$ cat config.mk
export PLATFORM = sky130hd
export DESIGN_NAME = id_imm_mc
export DESIGN_NICKNAME = d
export VERILOG_FILES = /design/src/rtl/id_imm_mc_pkg.sv /design/src/rtl/id_imm_mc_scoreboard.sv /design/src/rtl/id_imm_mc.sv
export SDC_FILE = /design/constraint.sdc
export NUM_CORES = 1
export LEC_CHECK = 0
export CORE_MARGIN = 3
export CORE_UTILIZATION = 35
export DETAILED_ROUTE_END_ITERATION = 8
export PLACE_DENSITY_LB_ADDON = 0.2
export SLEW_MARGIN = 20
export SYNTH_ARGS = -nofsm -noshare
export SYNTH_HDL_FRONTEND = slang
export SYNTH_SLANG_ARGS = --single-unit
$ cat constraint.sdc
create_clock -name clk -period 3.3 [get_ports clk]
set_input_delay 0.66 -clock clk [delete_from_list [all_inputs] [get_ports clk]]
set_output_delay 0.66 -clock clk [all_outputs]
set_load 0.02 [all_outputs]
$ cat src/rtl/id_imm_mc_pkg.sv
// id_imm_mc_pkg: shared definitions for the multi-cycle immediate decode
// path. Holds the FSM state encoding, the I-type opcode constants and small
// opcode classification helpers.
package id_imm_mc_pkg;

  // FSM states of the immediate decode path
  typedef enum logic [1:0] {
    S_IDLE  = 2'd0,
    S_STALL = 2'd1,
    S_READ  = 2'd2,
    S_OUT   = 2'd3
  } state_t;

  // Supported I-type ALU opcodes (all live in 6'b001xxx)
  localparam logic [5:0] OP_ADDI  = 6'h08;
  localparam logic [5:0] OP_ADDIU = 6'h09;
  localparam logic [5:0] OP_SLTI  = 6'h0A;
  localparam logic [5:0] OP_SLTIU = 6'h0B;
  localparam logic [5:0] OP_ANDI  = 6'h0C;
  localparam logic [5:0] OP_ORI   = 6'h0D;
  localparam logic [5:0] OP_XORI  = 6'h0E;
  localparam logic [5:0] OP_LUI   = 6'h0F;

  // True for the eight immediate ALU ops handled by this block
  function automatic logic op_supported(input logic [5:0] op);
    return (op[5:3] == 3'b001);
  endfunction

  // True for supported ops that need the rs register value (all but LUI)
  function automatic logic op_needs_rs(input logic [5:0] op);
    return op_supported(op) && (op != OP_LUI);
  endfunction

endpackage

$ cat src/rtl/id_imm_mc_scoreboard.sv
// id_imm_scoreboard: one pending-write bit per architectural register.
// A set and a clear of the same bit in one cycle leaves the bit set, and
// register 0 is never marked pending. Used only when ID_IMM_SCOREBOARD_EN
// is defined.
module id_imm_scoreboard #(
  parameter int REG_ADDR_WIDTH = 5
) (
  input  logic                      clk,
  input  logic                      rst,
  input  logic                      i_set_en,
  input  logic [REG_ADDR_WIDTH-1:0] i_set_addr,
  input  logic                      i_clr_en,
  input  logic [REG_ADDR_WIDTH-1:0] i_clr_addr,
  input  logic [REG_ADDR_WIDTH-1:0] i_lookup_addr,
  output logic                      o_pending
);

  localparam int NREGS = 1 << REG_ADDR_WIDTH;

  logic [NREGS-1:0] r_bits;
  logic [NREGS-1:0] w_set_mask;
  logic [NREGS-1:0] w_clr_mask;

  // Decode set/clear requests into one-hot masks; register 0 never sets
  always_comb begin
    w_set_mask = {NREGS{1'b0}};
    w_clr_mask = {NREGS{1'b0}};
    if (i_set_en && (i_set_addr != {REG_ADDR_WIDTH{1'b0}})) begin
      w_set_mask[i_set_addr] = 1'b1;
    end else begin
      w_set_mask = {NREGS{1'b0}};
    end
    if (i_clr_en) begin
      w_clr_mask[i_clr_addr] = 1'b1;
    end else begin
      w_clr_mask = {NREGS{1'b0}};
    end
  end

  // Pending bits: clear first, then set, so a same-cycle set wins
  always_ff @(posedge clk or posedge rst) begin
    if (rst) begin
      r_bits <= {NREGS{1'b0}};
    end else begin
      r_bits <= (r_bits & ~w_clr_mask) | w_set_mask;
    end
  end

  assign o_pending = r_bits[i_lookup_addr];

endmodule

$ cat src/rtl/id_imm_mc.sv
// id_imm_mc: multi-cycle, handshaked immediate decode for I-type ALU ops.
// Accepts an instruction, fetches rs through a variable-latency read port,
// and holds operands/write-back info for EX until it is accepted.
// Optional feature macro: ID_IMM_SCOREBOARD_EN (pending-write scoreboard
// that stalls rs reads hitting an outstanding write).
module id_imm_mc
  import id_imm_mc_pkg::*;
#(
  parameter int DATA_WIDTH     = 32,
  parameter int REG_ADDR_WIDTH = 5
) (
  input  logic                      clk,
  input  logic                      rst,
  input  logic                      flush,
  input  logic                      in_valid,
  output logic                      in_ready,
  input  logic [31:0]               inst,
  output logic                      inst_immediate,
  output logic                      reg_read_en,
  output logic [REG_ADDR_WIDTH-1:0] reg_addr,
  input  logic                      reg_read_valid,
  input  logic [DATA_WIDTH-1:0]     reg_read_data,
  output logic                      out_valid,
  input  logic                      out_ready,
  output logic [5:0]                out_op,
  output logic [DATA_WIDTH-1:0]     operand_1,
  output logic [DATA_WIDTH-1:0]     operand_2,
  output logic                      write_reg_en,
  output logic [REG_ADDR_WIDTH-1:0] write_reg_addr,
  input  logic                      wb_en,
  input  logic [REG_ADDR_WIDTH-1:0] wb_addr
);

  state_t                    r_state;
  state_t                    w_next_state;
  logic [REG_ADDR_WIDTH-1:0] r_rs;
  logic [5:0]                r_out_op;
  logic [DATA_WIDTH-1:0]     r_operand_1;
  logic [DATA_WIDTH-1:0]     r_operand_2;
  logic                      r_write_reg_en;
  logic [REG_ADDR_WIDTH-1:0] r_write_reg_addr;

  logic [5:0]                w_op;
  logic [15:0]               w_imm;
  logic [31:0]               w_lui32;
  logic [REG_ADDR_WIDTH-1:0] w_rs_in;
  logic [REG_ADDR_WIDTH-1:0] w_rt_in;
  logic [DATA_WIDTH-1:0]     w_imm_ext;
  logic                      w_accept;
  logic                      w_read_done;
  logic                      w_pending;

  assign w_op     = inst[31:26];
  assign w_imm    = inst[15:0];
  assign w_lui32  = {inst[15:0], 16'h0000};
  assign w_rs_in  = REG_ADDR_WIDTH'(inst[25:21]);
  assign w_rt_in  = REG_ADDR_WIDTH'(inst[20:16]);

  assign inst_immediate = op_supported(w_op);

  // Flush outranks both handshakes, so neither an accept nor a read completes
  assign w_accept    = (r_state == S_IDLE) && in_valid && !flush;
  assign w_read_done = (r_state == S_READ) && reg_read_valid && !flush;

`ifdef ID_IMM_SCOREBOARD_EN
  logic                      w_out_hs;
  logic [REG_ADDR_WIDTH-1:0] w_lookup_addr;

  assign w_out_hs      = (r_state == S_OUT) && out_ready && !flush;
  // In IDLE the incoming rs is checked; while stalled the captured rs is
  assign w_lookup_addr = (r_state == S_IDLE) ? w_rs_in : r_rs;

  id_imm_scoreboard #(
    .REG_ADDR_WIDTH(REG_ADDR_WIDTH)
  ) u_scoreboard (
    .clk          (clk),
    .rst          (rst),
    .i_set_en     (w_out_hs && r_write_reg_en),
    .i_set_addr   (r_write_reg_addr),
    .i_clr_en     (wb_en),
    .i_clr_addr   (wb_addr),
    .i_lookup_addr(w_lookup_addr),
    .o_pending    (w_pending)
  );
`else
  logic w_unused_wb;

  assign w_pending   = 1'b0;
  assign w_unused_wb = ^{wb_en, wb_addr};
`endif

  // Immediate extension by opcode class; unsupported ops give zero
  always_comb begin
    w_imm_ext = {DATA_WIDTH{1'b0}};
    case (w_op)
      OP_ANDI, OP_ORI, OP_XORI:            w_imm_ext = DATA_WIDTH'(w_imm);
      OP_ADDI, OP_ADDIU, OP_SLTI, OP_SLTIU: w_imm_ext = DATA_WIDTH'($signed(w_imm));
      OP_LUI:                              w_imm_ext = DATA_WIDTH'($signed(w_lui32));
      default:                             w_imm_ext = {DATA_WIDTH{1'b0}};
    endcase
  end

  // FSM state register
  always_ff @(posedge clk or posedge rst) begin
    if (rst) begin
      r_state <= S_IDLE;
    end else begin
      r_state <= w_next_state;
    end
  end

  // FSM next-state logic; flush returns to IDLE from anywhere
  always_comb begin
    w_next_state = r_state;
    if (flush) begin
      w_next_state = S_IDLE;
    end else begin
      case (r_state)
        S_IDLE: begin
          if (!in_valid) begin
            w_next_state = S_IDLE;
          end else if (!op_needs_rs(w_op)) begin
            w_next_state = S_OUT;
          end else if (w_pending && (w_rs_in != {REG_ADDR_WIDTH{1'b0}})) begin
            w_next_state = S_STALL;
          end else begin
            w_next_state = S_READ;
          end
        end
        S_STALL: w_next_state = w_pending ? S_STALL : S_READ;
        S_READ:  w_next_state = reg_read_valid ? S_OUT : S_READ;
        S_OUT:   w_next_state = out_ready ? S_IDLE : S_OUT;
        default: w_next_state = S_IDLE;
      endcase
    end
  end

  // FSM outputs decoded from the registered state; in_ready is low during reset
  always_comb begin
    in_ready    = (r_state == S_IDLE) && !rst;
    reg_read_en = (r_state == S_READ);
    out_valid   = (r_state == S_OUT);
  end

  // Datapath: capture the instruction on accept and rs data when the read lands
  always_ff @(posedge clk or posedge rst) begin
    if (rst) begin
      r_rs             <= {REG_ADDR_WIDTH{1'b0}};
      r_out_op         <= 6'd0;
      r_operand_1      <= {DATA_WIDTH{1'b0}};
      r_operand_2      <= {DATA_WIDTH{1'b0}};
      r_write_reg_en   <= 1'b0;
      r_write_reg_addr <= {REG_ADDR_WIDTH{1'b0}};
    end else if (w_accept) begin
      r_rs        <= w_rs_in;
      r_out_op    <= w_op;
      r_operand_1 <= {DATA_WIDTH{1'b0}};
      if (op_supported(w_op)) begin
        r_operand_2      <= w_imm_ext;
        r_write_reg_en   <= 1'b1;
        r_write_reg_addr <= w_rt_in;
      end else begin
        r_operand_2      <= {DATA_WIDTH{1'b0}};
        r_write_reg_en   <= 1'b0;
        r_write_reg_addr <= {REG_ADDR_WIDTH{1'b0}};
      end
    end else if (w_read_done) begin
      r_operand_1 <= reg_read_data;
    end
  end

  assign reg_addr       = r_rs;
  assign out_op         = r_out_op;
  assign operand_1      = r_operand_1;
  assign operand_2      = r_operand_2;
  assign write_reg_en   = r_write_reg_en;
  assign write_reg_addr = r_write_reg_addr;

endmodule
# [Yosys cells after proc, flatten, opt, wreduce, memory -nomap -nowiden]
# Index checks and enable logic that the tools add are counted.
[word_totals] register_bits=83 latch_bits=0 mem_bits_rw=0 romBits=0 input_bits=76 output_inout_bits=85 elab_cells=44 mem_count=0
[op_classes] add_sub_neg=0 n_mul=0 div_mod_pow=0 n_lt_le_gt_ge=0 n_eq_ne=13 n_shift=0 muxes=12 n_bitwise=0 reduce_logical=12
[op_table] op="32-bit 2-to-1 mux" n=3
[op_table] op="32-bit one-hot mux with 3 select lines" n=1
[op_table] op="6-bit by 4-bit equality test with 1-bit output, second input constant" n=8
[op_table] op="2-bit one-hot mux with 4 select lines" n=1
[op_table] op="1-bit logical AND" n=6
[op_table] op="2-bit 2-to-1 mux" n=3
[op_table] op="6-bit by 4-bit != test with 1-bit output, second input constant" n=1
[op_table] op="5-bit 2-to-1 mux" n=1
[op_table] op="2-bit equality test, second input constant" n=2
[op_table] op="4-bit OR reduction" n=1
[op_table] op="3-bit by 1-bit equality test with 1-bit output, second input constant" n=1
[op_table] op="1-bit 2-to-1 mux" n=3
[op_table] op="3-bit OR reduction" n=1
[op_table] op="2-bit by 1-bit equality test with 1-bit output, second input constant" n=1
[op_table] op="1-bit logical NOT" n=2
[op_table] op="2-bit logical NOT" n=1
[op_table] op="2-bit nonzero test" n=1

# [Longest topological paths before layout]
[depth] depth_word=6 ltp_mapped=6 depth_no_buf=3

# [Least setup slack after synthesis]
# Ideal clock, no wire load.
[synth_timing] path_type="input to register" from="in flush" to="reg r_operand_2[25], in the netlist operand_2[25]" setup_time_ps=131 t_arrival_ps=1648 required_ps=3169 slack_ps=1521 path_stages=5 n_path_buf=2 cell_sequence="or4b_1 -> buf_2 -> a21oi_4 -> buf_6 -> a22oi_1"
[synth_via] elab_chain_len=2
[synth_rtl] element="start: declaration" line="id_imm_mc.sv:14" source="input logic flush,"
[synth_rtl] element="1-bit logical NOT" line="id_imm_mc.sv:62" source="assign w_accept = (r_state == S_IDLE) && in_valid && !flush;"
[synth_rtl] element="1-bit logical AND" line="id_imm_mc.sv:62"
[synth_rtl] element="end signal: assignment" line="id_imm_mc.sv:151" source="r_operand_2 <= {DATA_WIDTH{1'b0}};"
[synth_rtl] element="end signal: assignment" line="id_imm_mc.sv:159" source="r_operand_2 <= w_imm_ext;"
[synth_rtl] element="end signal: assignment" line="id_imm_mc.sv:163" source="r_operand_2 <= {DATA_WIDTH{1'b0}};"
[synth_rtl] element="end: declaration" line="id_imm_mc.sv:39" source="logic [DATA_WIDTH-1:0] r_operand_2;"
# No other way between the ends.
# A chain may end at the register's enable or synchronous reset.

# [Worst setup path in the final report]
[layout_timing] from="in inst[29]" to="out inst_immediate"
[layout_via] elab_chain_len=1
[layout_rtl] element="start: declaration" line="id_imm_mc.sv:17" source="input logic [31:0] inst,"
[layout_rtl] element="3-bit by 1-bit equality test with 1-bit output" line="id_imm_mc_pkg.sv:26" source="return (op[5:3] == 3'b001);"
[layout_rtl] element="end: declaration" line="id_imm_mc.sv:18" source="output logic inst_immediate,"
# No other way between the ends.

==> flow_summary.toml <==
[power_and_ir_drop]
power.share.sequential_pct = 45.7
internal_power_w = 0.00188
pwr-share-clk_pct = 26.9
p_sw_share_pct = 29.4
leakage_nw = 2.30
power.switching_w = 0.000783
ir_drop_mv = 0.242
powerDensity_mw_per_mm2 = 514
combPwrFrac_pct = 27.4

[sta]
slew_headroom_pct = 51.0
setup-tns-final_ns = 0
slew_violations = 0
period_minus_slack_ns = 2.81
setup_viol = 0
hold_viol_final = 0
rsz0062_at_grt = "no"
post-route-period-util_pct = 85.3
max_freq_mhz = 355
worstMarginPinSlew_ns = 0.735
fin_skew_ns = 0.00721

[worst_setup_path]
path_class = "input pin to output port"
start_kind = "input pin"
cp-end-kind = "output port"
worstRegToRegCells = 3
cp_data_required_time_ns = 2.64
arrival_ns = 2.15
path_max_fanout = 4
ff2ff_setup_slack_ns = 1.04

[hold_path]
whs_path_depth = 2
hp-class = "register to register"

[die]
die_x_um = 103
dieHeight_um = 103
placementRows = 34
dieArea_mm2 = 0.0107
pin_count = 161
start_util_pct = 37.1
core_mm2 = 0.00898

[finish]
fin_util_pct = 57.7
area_growth_pct = 55.6
drive_above_1_share_pct = 5.19
final_nets = 553
diodes = 0

[yosys]
synth_area_mm2 = 0.00333
synthSimpleGateAreaFrac_pct = 17.8
ys_top_cells_by_count = "nand2_1 (132), dfrtp_1 (83), a22o_1 (20), a21oi_1 (17), o21ai_0 (17)"
ys_top_cells_by_area = "dfrtp_1 (62%), nand2_1 (15%), a22o_1 (5.3%), a22oi_1 (3.4%), a21oi_1 (2.6%)"
synth_top_family_by_area = "simple AND/OR/NAND/NOR gates"
yosysWarnings = 0
synth_most_common_cell = "nand2_1"
ys_seq_elements = 83
synth_ff_type = "dfrtp_1"
synth_top_area_share_pct = 62.5
synth_fa_ha_area_share_pct = 0
ys_seq_area_share_pct = 62.5
synth.area.mux_share_pct = 0.301
synthDistinctLibCells = 26
async_flop_share_pct = 100
synth-xor-area-share_pct = 0
synth-edff-count = 0
avgSynthCellArea_um2 = 10.0
syn_inst = 331
syn_nets = 407
synth-compound-area-share_pct = 15.2
yosys.area.top_type = "dfrtp_1"

[route]
drtIter0Drc = 96
drc = 0
dr.pass1.iters = 4
wl_per_cell_um = 15.5
route.antenna.remaining_nets = 0
vias_per_cell = 4.78
vias = 2908
routed_wl_mm = 9.42

[cts]
ctsResizeCount = 0
cts_buffers = 9
clkLatencyLatePin_ns = 0.34
cts_max_level = 3
cts_setup_buffers = 0
clkTransAtPathRegs_ns = 0.07
clock-sinks = 83
cts_tree = "done"
clk_path_buf_depth = 2
cts-root-buf = "clkbuf_8"
postCtsHoldBufs = 0

[grt]
grt_antenna_before_repair = 0
grt_pass1_wl_mm = 14.8
grt_pass1_vias = 2917
grt_max_degree = 43
grt-ovfl-total = 0
track_usage_pct = 18.0

[run]
maxCapViolations = 0

[place]
hpwl_mm = 6.63
port_buffers = 154
place_congestion = 0.752

[outcome]
status = "completed"
[worst max-delay path, cell delays in order]
cell and delay [ns]:
clkdlybuf4s50_1 0.47, nor3b_2 0.34, clkdlybuf4s50_1 0.68
[cells by family after synthesis]
logic type,Yosys count
multiplexers,1
AND/OR/NAND/NOR,144
AO/OA/AOI/OAI,74
buffers and inverters,29
flip-flops,83
[layer usage]
| metal | vias up | part of all wire (%) | GRT usage, % |
|---|---|---|---|
| met5 | - | 0 | 0 |
| met4 | 0 | 1.5 | 6.57 |
| met3 | 12 | 10 | 7.24 |
| met2 | 108 | 46 | 27.2 |
| met1 | 1388 | 42 | 23.4 |
| li1 | 1400 | - | - |
[final cells by class]
type / instances / area (µm²)
fill: 779 / 3800
sequential: 83 / 2080
timing repair buffer: 160 / 1600
multi-input combinational: 219 / 1140
tap: 126 / 158
clock buffer: 14 / 153
clock inverter: 2 / 35.0
inverter: 4 / 16.3
[per-stage QoR]
stage	std cells	power [W]	setup WS, ns	hold slack (ns)	cell area, µm²
4_1_cts	608	0.00270	0.466	0.487	5170
6_report	608	0.00266	0.486	0.482	5170
3_5_place_dp	592	0.00197	0.340	0.466	4990
5_1_grt	608	0.00280	0.440	0.508	5170
2_1_floorplan	331	0.00156	0.503	0.581	3330
3_3_place_gp	592	0.00196	0.378	0.460	4980
[power by group through the flow]
stage,sequential (W),combinational [W],clock (W)
finish,0.00122,0.000729,0.000717
floorplan,0.00138,0.000180,0
CTS,0.00122,0.000740,0.000739
global placement,0.00123,0.000729,0
global route,0.00123,0.000784,0.000784
detailed placement,0.00123,0.000738,0
[registers in the layout, indices dropped and copies added (netlist names)]
| register | flops |
|---|---|
| operand_1 | 32 |
| operand_2 | 32 |
| out_op | 6 |
| reg_addr | 5 |
| write_reg_addr | 5 |
| r_state | 2 |
| write_reg_en | 1 |
[cells in the final DEF (no fill, tap or decap), types with 2 or more instances in the layout]
master and instances:
a22o_1 20, buf_4 5, a21oi_1 17, dfrtp_1 83
a32o_1 2, clkbuf_1 4, clkinv_2 2, clkbuf_8 10
o21ai_0 17, and2_1 2, a22oi_1 15, inv_1 3
nand2_1 132, clkdlybuf4s50_1 154, nor3_1 2
[final timing paths]
path	start	endpoint
max in group asynchronous	rst	operand_2[16]
min	reg_addr[4]	reg_addr[4]
min in group asynchronous	rst	operand_1[5]
max	inst[29]	inst_immediate
max reg2reg	r_state[0]	operand_2[18]
min reg2reg	reg_addr[4]	reg_addr[4]
Note: power is estimated with default switching activity, not from simulation.
